`config.mk`:
```
export PLATFORM = sky130hd
export DESIGN_NAME = dec_stream
export DESIGN_NICKNAME = d
export VERILOG_FILES = /design/src/rtl/dec_stream.sv
export SDC_FILE = /design/constraint.sdc
export NUM_CORES = 1
export LEC_CHECK = 0
export CORE_MARGIN = 2
export CORE_UTILIZATION = 41
export DETAILED_ROUTE_END_ITERATION = 10
export SLEW_MARGIN = 20
export SYNTH_ARGS = -nofsm -noshare
export SYNTH_HDL_FRONTEND = slang
export SYNTH_SLANG_ARGS = --single-unit
```
`constraint.sdc`:
```
create_clock -name clk -period 2.7 [get_ports clk]
set_input_delay 0.405 -clock clk [delete_from_list [all_inputs] [get_ports clk]]
set_output_delay 0.405 -clock clk [all_outputs]
set_load 0.02 [all_outputs]
```
`src/rtl/dec_stream.sv`:
```
// dec_stream: registered valid/ready index decoder with one-hot, thermometer and walking-one scan modes
module dec_stream #(
    parameter int N_IN = 3,
    parameter int OUT = 2**N_IN
) (
    input  logic            clk,
    input  logic            rst,
    input  logic            in_valid,
    output logic            in_ready,
    input  logic [N_IN-1:0] N,
    input  logic [1:0]      mode,
    output logic [OUT-1:0]  out,
    output logic            out_valid,
    input  logic            out_ready,
    output logic            out_last,
    output logic            out_err
);
    typedef enum logic {IDLE, EMIT} state_t;
    state_t state_q, state_d;
    logic [N_IN-1:0] n_q, n_d, cnt_q, cnt_d;
    logic [1:0] mode_q, mode_d;
    logic [OUT-1:0] out_q, out_d;
    logic out_valid_q, out_valid_d, out_last_q, out_last_d, out_err_q, out_err_d;
    logic xfer, fin, acc;
    logic [OUT+1:0] first, next;

    // Packs {err, last, word} for beat position c of a request (m, n).
    function automatic logic [OUT+1:0] beat(input logic [1:0] m, input logic [N_IN-1:0] n, input logic [N_IN-1:0] c);
        logic [OUT:0] one, th;
        logic [OUT-1:0] w;
        logic e, l;
        e = 32'(n) >= OUT;
        one = (OUT+1)'(1) << (m == 2'd3 ? n - c : m == 2'd2 ? c : n);
        th = (one << 1) - (OUT+1)'(1);
        w = e ? '0 : m == 2'd1 ? th[OUT-1:0] : one[OUT-1:0];
        l = e || !m[1] || c == n;
        return {e, l, w};
    endfunction

    always_comb begin
        xfer = out_valid_q && out_ready;
        fin = xfer && out_last_q;
        in_ready = state_q == IDLE || fin;
        acc = in_valid && in_ready;
        first = beat(mode, N, '0);
        next = beat(mode_q, n_q, N_IN'(cnt_q + 1));
        state_d = state_q;
        n_d = n_q;
        mode_d = mode_q;
        cnt_d = cnt_q;
        out_d = out_q;
        out_valid_d = out_valid_q;
        out_last_d = out_last_q;
        out_err_d = out_err_q;
        if (acc) begin
            state_d = EMIT;
            n_d = N;
            mode_d = mode;
            cnt_d = '0;
            {out_err_d, out_last_d, out_d} = first;
            out_valid_d = 1'b1;
        end else if (fin) begin
            state_d = IDLE;
            {out_err_d, out_last_d, out_d} = '0;
            out_valid_d = 1'b0;
        end else if (xfer) begin
            cnt_d = N_IN'(cnt_q + 1);
            {out_err_d, out_last_d, out_d} = next;
        end
    end

    always_ff @(posedge clk) begin
        if (rst) begin
            state_q <= IDLE;
            n_q <= '0;
            mode_q <= '0;
            cnt_q <= '0;
            out_q <= '0;
            out_valid_q <= 1'b0;
            out_last_q <= 1'b0;
            out_err_q <= 1'b0;
        end else begin
            state_q <= state_d;
            n_q <= n_d;
            mode_q <= mode_d;
            cnt_q <= cnt_d;
            out_q <= out_d;
            out_valid_q <= out_valid_d;
            out_last_q <= out_last_d;
            out_err_q <= out_err_d;
        end
    end

    assign out = out_q;
    assign out_valid = out_valid_q;
    assign out_last = out_last_q;
    assign out_err = out_err_q;
endmodule

```
==> run_results.csv, run 1 <==
group,metric,value,unit
status,outcome,"finished, final reports clean",
logic_synthesis,synthDominantAreaCellType,"dfxtp_1",
logic_synthesis,synthXorXnorAreaFrac,5.74,%
global_route,global_route_total_usage_across_every_layer,20.2,%
power_and_ir_drop,leakagePower,0.606,nW
logic_synthesis,synthesis.area,1400,µm²
power_and_ir_drop,total_power,0.000710,W
timing,totalNegativeSetupSlack,0,ns
logic_synthesis,muxShareOfSynthArea,2.96,%
timing,worstMarginPinSlew,0.615,ns
placed_design,place_ws,0.103,ns
logic_synthesis,proportion_of_register_bits_with_asynchronous_set_or_reset_after_synthesis,0,%
floorplanning,boundaryPins,21,
logic_synthesis,edff_count_synth,0,
timing,fmax,428,MHz
run,max_cap_violations,0,
critical_path,crit_path_max_fanout,6,
timing,drv_slew,0,
detailed_routing,routed-via-count,1543,
final_layout,insertedDiodeCount,0,
clock_tree,cts.sink_count,18,
logic_synthesis,yosysWarnings,0,
placed_design,dp_cells,258,
critical_path,r2r_cells,8,
power_and_ir_drop,power-per-cell-area,420,nW/µm²
detailed_routing,detail_route.vias_per_cell,5.89,
final_layout,fillers,354,
min_path,holdCritPathClass,"flip-flop to flip-flop",
critical_path,reg2reg_setup_slack,0.36,ns
logic_synthesis,synth_nets,210,
clock_tree,cts.repair_timing.setup_buffer_count,0,
floorplanning,starting_density,42.1,%
logic_synthesis,top_ff_cell_synth,"dfxtp_1",
detailed_routing,detail_route.first_pass.iterations,5,
timing,post-route-period-util,86.5,%
min_path,min-delay-start,"out[7]$_SDFFE_PP0P_",
floorplanning,die-height,62.3,µm
timing,grt_setup_unrepaired,"false",
logic_synthesis,seq_area_frac_synth,25.8,%
global_route,pin_count_of_the_biggest_net_entering_global_routing,17,
detailed_routing,drt_drc_violations_left,0,
final_layout,layout_commonest_cell,"nand2_1",
clock_tree,clk_transition_reported_paths,0.12,ns
final_layout,drive_gt1_share,7.41,%
critical_path,worst_setup_path_start_kind,"flip-flop",
floorplanning,coreArea,3310,µm²
clock_tree,clock_tree.root_cell,"clkbuf_4",
critical_path,cp.required,2.94,ns
power_and_ir_drop,vdd_ir_drop_max,0.000148,V
logic_synthesis,post_synth_and_or_nand_nor_area_fraction,27.0,%
clock_tree,tritoncts_clock_tree,"built",
final_layout,growth_of_design_area_from_synthesis_to_finish,21.2,%
floorplanning,die_area,3890,µm²
global_route,globalRouteOverflowTotal,0,
detailed_routing,drt_first_iter_violations,132,
timing,timing.final.hold_violations,0,
detailed_routing,ant_nets,0,
clock_tree,insertion_delay,0.30,ns
critical_path,regToRegEndpoint,"out[7]$_SDFFE_PP0P_",
min_path,min_path_cells,2,
timing,final_setup_margin,0.363,ns
timing,clock-skew-final,0.0190,ns
logic_synthesis,yosysTopAreaCellShare,25.8,%
clock_tree,h-tree-depth,1,
placed_design,place_congestion,0.941,
logic_synthesis,synth.top_cells.by_area,"dfxtp_1 (26%), nand2_1 (7.5%), a21oi_1 (5.7%)",
global_route,number_of_global_route_vias_before_repair,1373,
floorplanning,site_row_count,21,
min_path,hold_path_end,"out[7]$_SDFFE_PP0P_",
logic_synthesis,syn-mean-instance-area,7.08,µm²
timing,setup_viol,0,
clock_tree,cts_max_path_bufs,2,
critical_path,worst-endpoint-arrival,2.58,ns
placed_design,portBuffers,19,
logic_synthesis,yosys.area_share.adder,3.59,%
critical_path,startpoint,"cnt_q[0]$_SDFFE_PP0P_",
clock_tree,cts_resizes,0,
placed_design,dpl.hpwl,2.96,mm
critical_path,regToRegStartpoint,"cnt_q[0]$_SDFFE_PP0P_",
clock_tree,numCtsBuffers,3,
logic_synthesis,synth_top_family_by_area,"compound AO/OA/AOI/OAI gates",
detailed_routing,total_wire_length_after_detailed_routing,3.75,mm
critical_path,worst_setup_path_end_kind,"flip-flop",
logic_synthesis,synth-seq-cells,18,
final_layout,num-nets-final,230,
floorplanning,die_w,62.3,µm
final_layout,finalNonFillerCells,262,
clock_tree,post_cts_hold_buffer_count,0,
logic_synthesis,synth_area_in_compound_gates,28.7,%
critical_path,criticalPathCategory,"flip-flop to flip-flop",
timing,post-route-min-period,2.34,ns
logic_synthesis,syn-instance-count,197,
global_route,initial_antenna_violation_count,0,
timing,tightest_hold_margin,0.475,ns
global_route,first_pass_grt_wire_length,6.41,mm
final_layout,final_cell_mix,"nand2_1 (28), clkdlybuf4s50_1 (19), dfxtp_1 (18)",
logic_synthesis,synth.distinct_cells,47,
detailed_routing,wl_per_cell,14.3,µm
timing,timing.slew.headroom,58.8,%
-- layer usage --
layer	track usage [%]	part of all wire, %	vias up
li1	-	-	756
met1	28.8	46	722
met2	32.1	47	63
met3	3.26	7.2	2
met4	5.00	0.51	0
met5	0	0	-
-- registers in the layout (all words and copies together), names as in the netlist --
name / cells
out_valid: 1
n_q: 3
out: 8
out_last: 1
cnt_q: 3
mode_q: 2
-- where the power goes --
| group | switching (W) | internal, W |
|---|---|---|
| Combinational | 0.000136 | 0.000102 |
| Sequential | 0.0000188 | 0.000283 |
| Clock | 0.0000879 | 0.0000821 |
| Total | 0.000243 | 0.000467 |
-- metrics by stage --
stage / instance area, µm² / utilization, %
final: 1690 / 51.1
after global routing: 1690 / 51.1
after CTS: 1690 / 51.1
after detailed placement: 1650 / 50.0
after global placement: 1650 / 50.0
after floorplan: 1400 / -
-- critical path: stages, from the launching register on --
cell and delay (ns):
dfxtp_1 0.36, ha_1 0.37, xnor2_1 0.17, ha_1 0.26, or2_2 0.33, mux2i_1 0.19, a211o_1 0.25, a32oi_1 0.15
a31oi_1 0.20
-- worst max-delay path by stage --
stage / cells after the start / slack (ns) / to
6_report: 8 / 0.36 / out[7]$_SDFFE_PP0P_
5_1_grt: 8 / 0.13 / out[5]$_SDFFE_PP0P_
4_1_cts: 8 / 0.35 / out[7]$_SDFFE_PP0P_
3_5_place_dp: 9 / 0.10 / out[3]$_SDFFE_PP0P_
3_3_place_gp: 10 / 0.17 / out[5]$_SDFFE_PP0P_
2_1_floorplan: 11 / 0.59 / out[5]$_SDFFE_PP0P_
-- kinds of logic after synthesis --
kind of cell | count (synthesis)
AOI/OAI and AO/OA | 63
xor gates and xnor gates | 7
adders and majority gates | 4
buffers and inverters | 20
DFF | 18
muxes | 4
other | 1
and+or+nand+nor | 80
-- layout make-up --
| cell class | count | area [µm²] | area share [%] |
|---|---|---|---|
| Clock buffer | 4 | 36.3 | 2.15 |
| Inverter | 7 | 26.3 | 1.55 |
| Multi-Input combinational cell | 159 | 952 | 56.3 |
| Sequential cell | 18 | 360 | 21.3 |
| Tap cell | 46 | 57.6 | 3.40 |
| Timing Repair Buffer | 28 | 258 | 15.2 |
-- synth_stat cells, drive strengths merged (3+ instances only) --
| cell type | instances |
|---|---|
| a21oi | 16 |
| a22oi | 4 |
| a31oi | 6 |
| buf | 4 |
| clkbuf | 9 |
| dfxtp | 18 |
| ha | 4 |
| inv | 7 |
| mux2i | 3 |
| nand2 | 28 |
| nand2b | 5 |
| nand3 | 5 |
| nand3b | 3 |
| nor2 | 17 |
| nor2b | 3 |
| nor3 | 11 |
| o211ai | 3 |
| o21ai | 16 |
| xnor2 | 4 |
| xor2 | 3 |
(Power assumes the default switching activity.)
==> inputs of run 2 (changes only) <==
--- a/config.mk
+++ b/config.mk
@@ -5,6 +5,7 @@
 export SDC_FILE = /design/constraint.sdc
 export NUM_CORES = 1
 export LEC_CHECK = 0
+export CAP_MARGIN = 20
 export CORE_MARGIN = 2
 export CORE_UTILIZATION = 41
 export DETAILED_ROUTE_END_ITERATION = 10
==> results of run 2 <==
No change in the layout: final DEF, timing and power equal those of run 1.
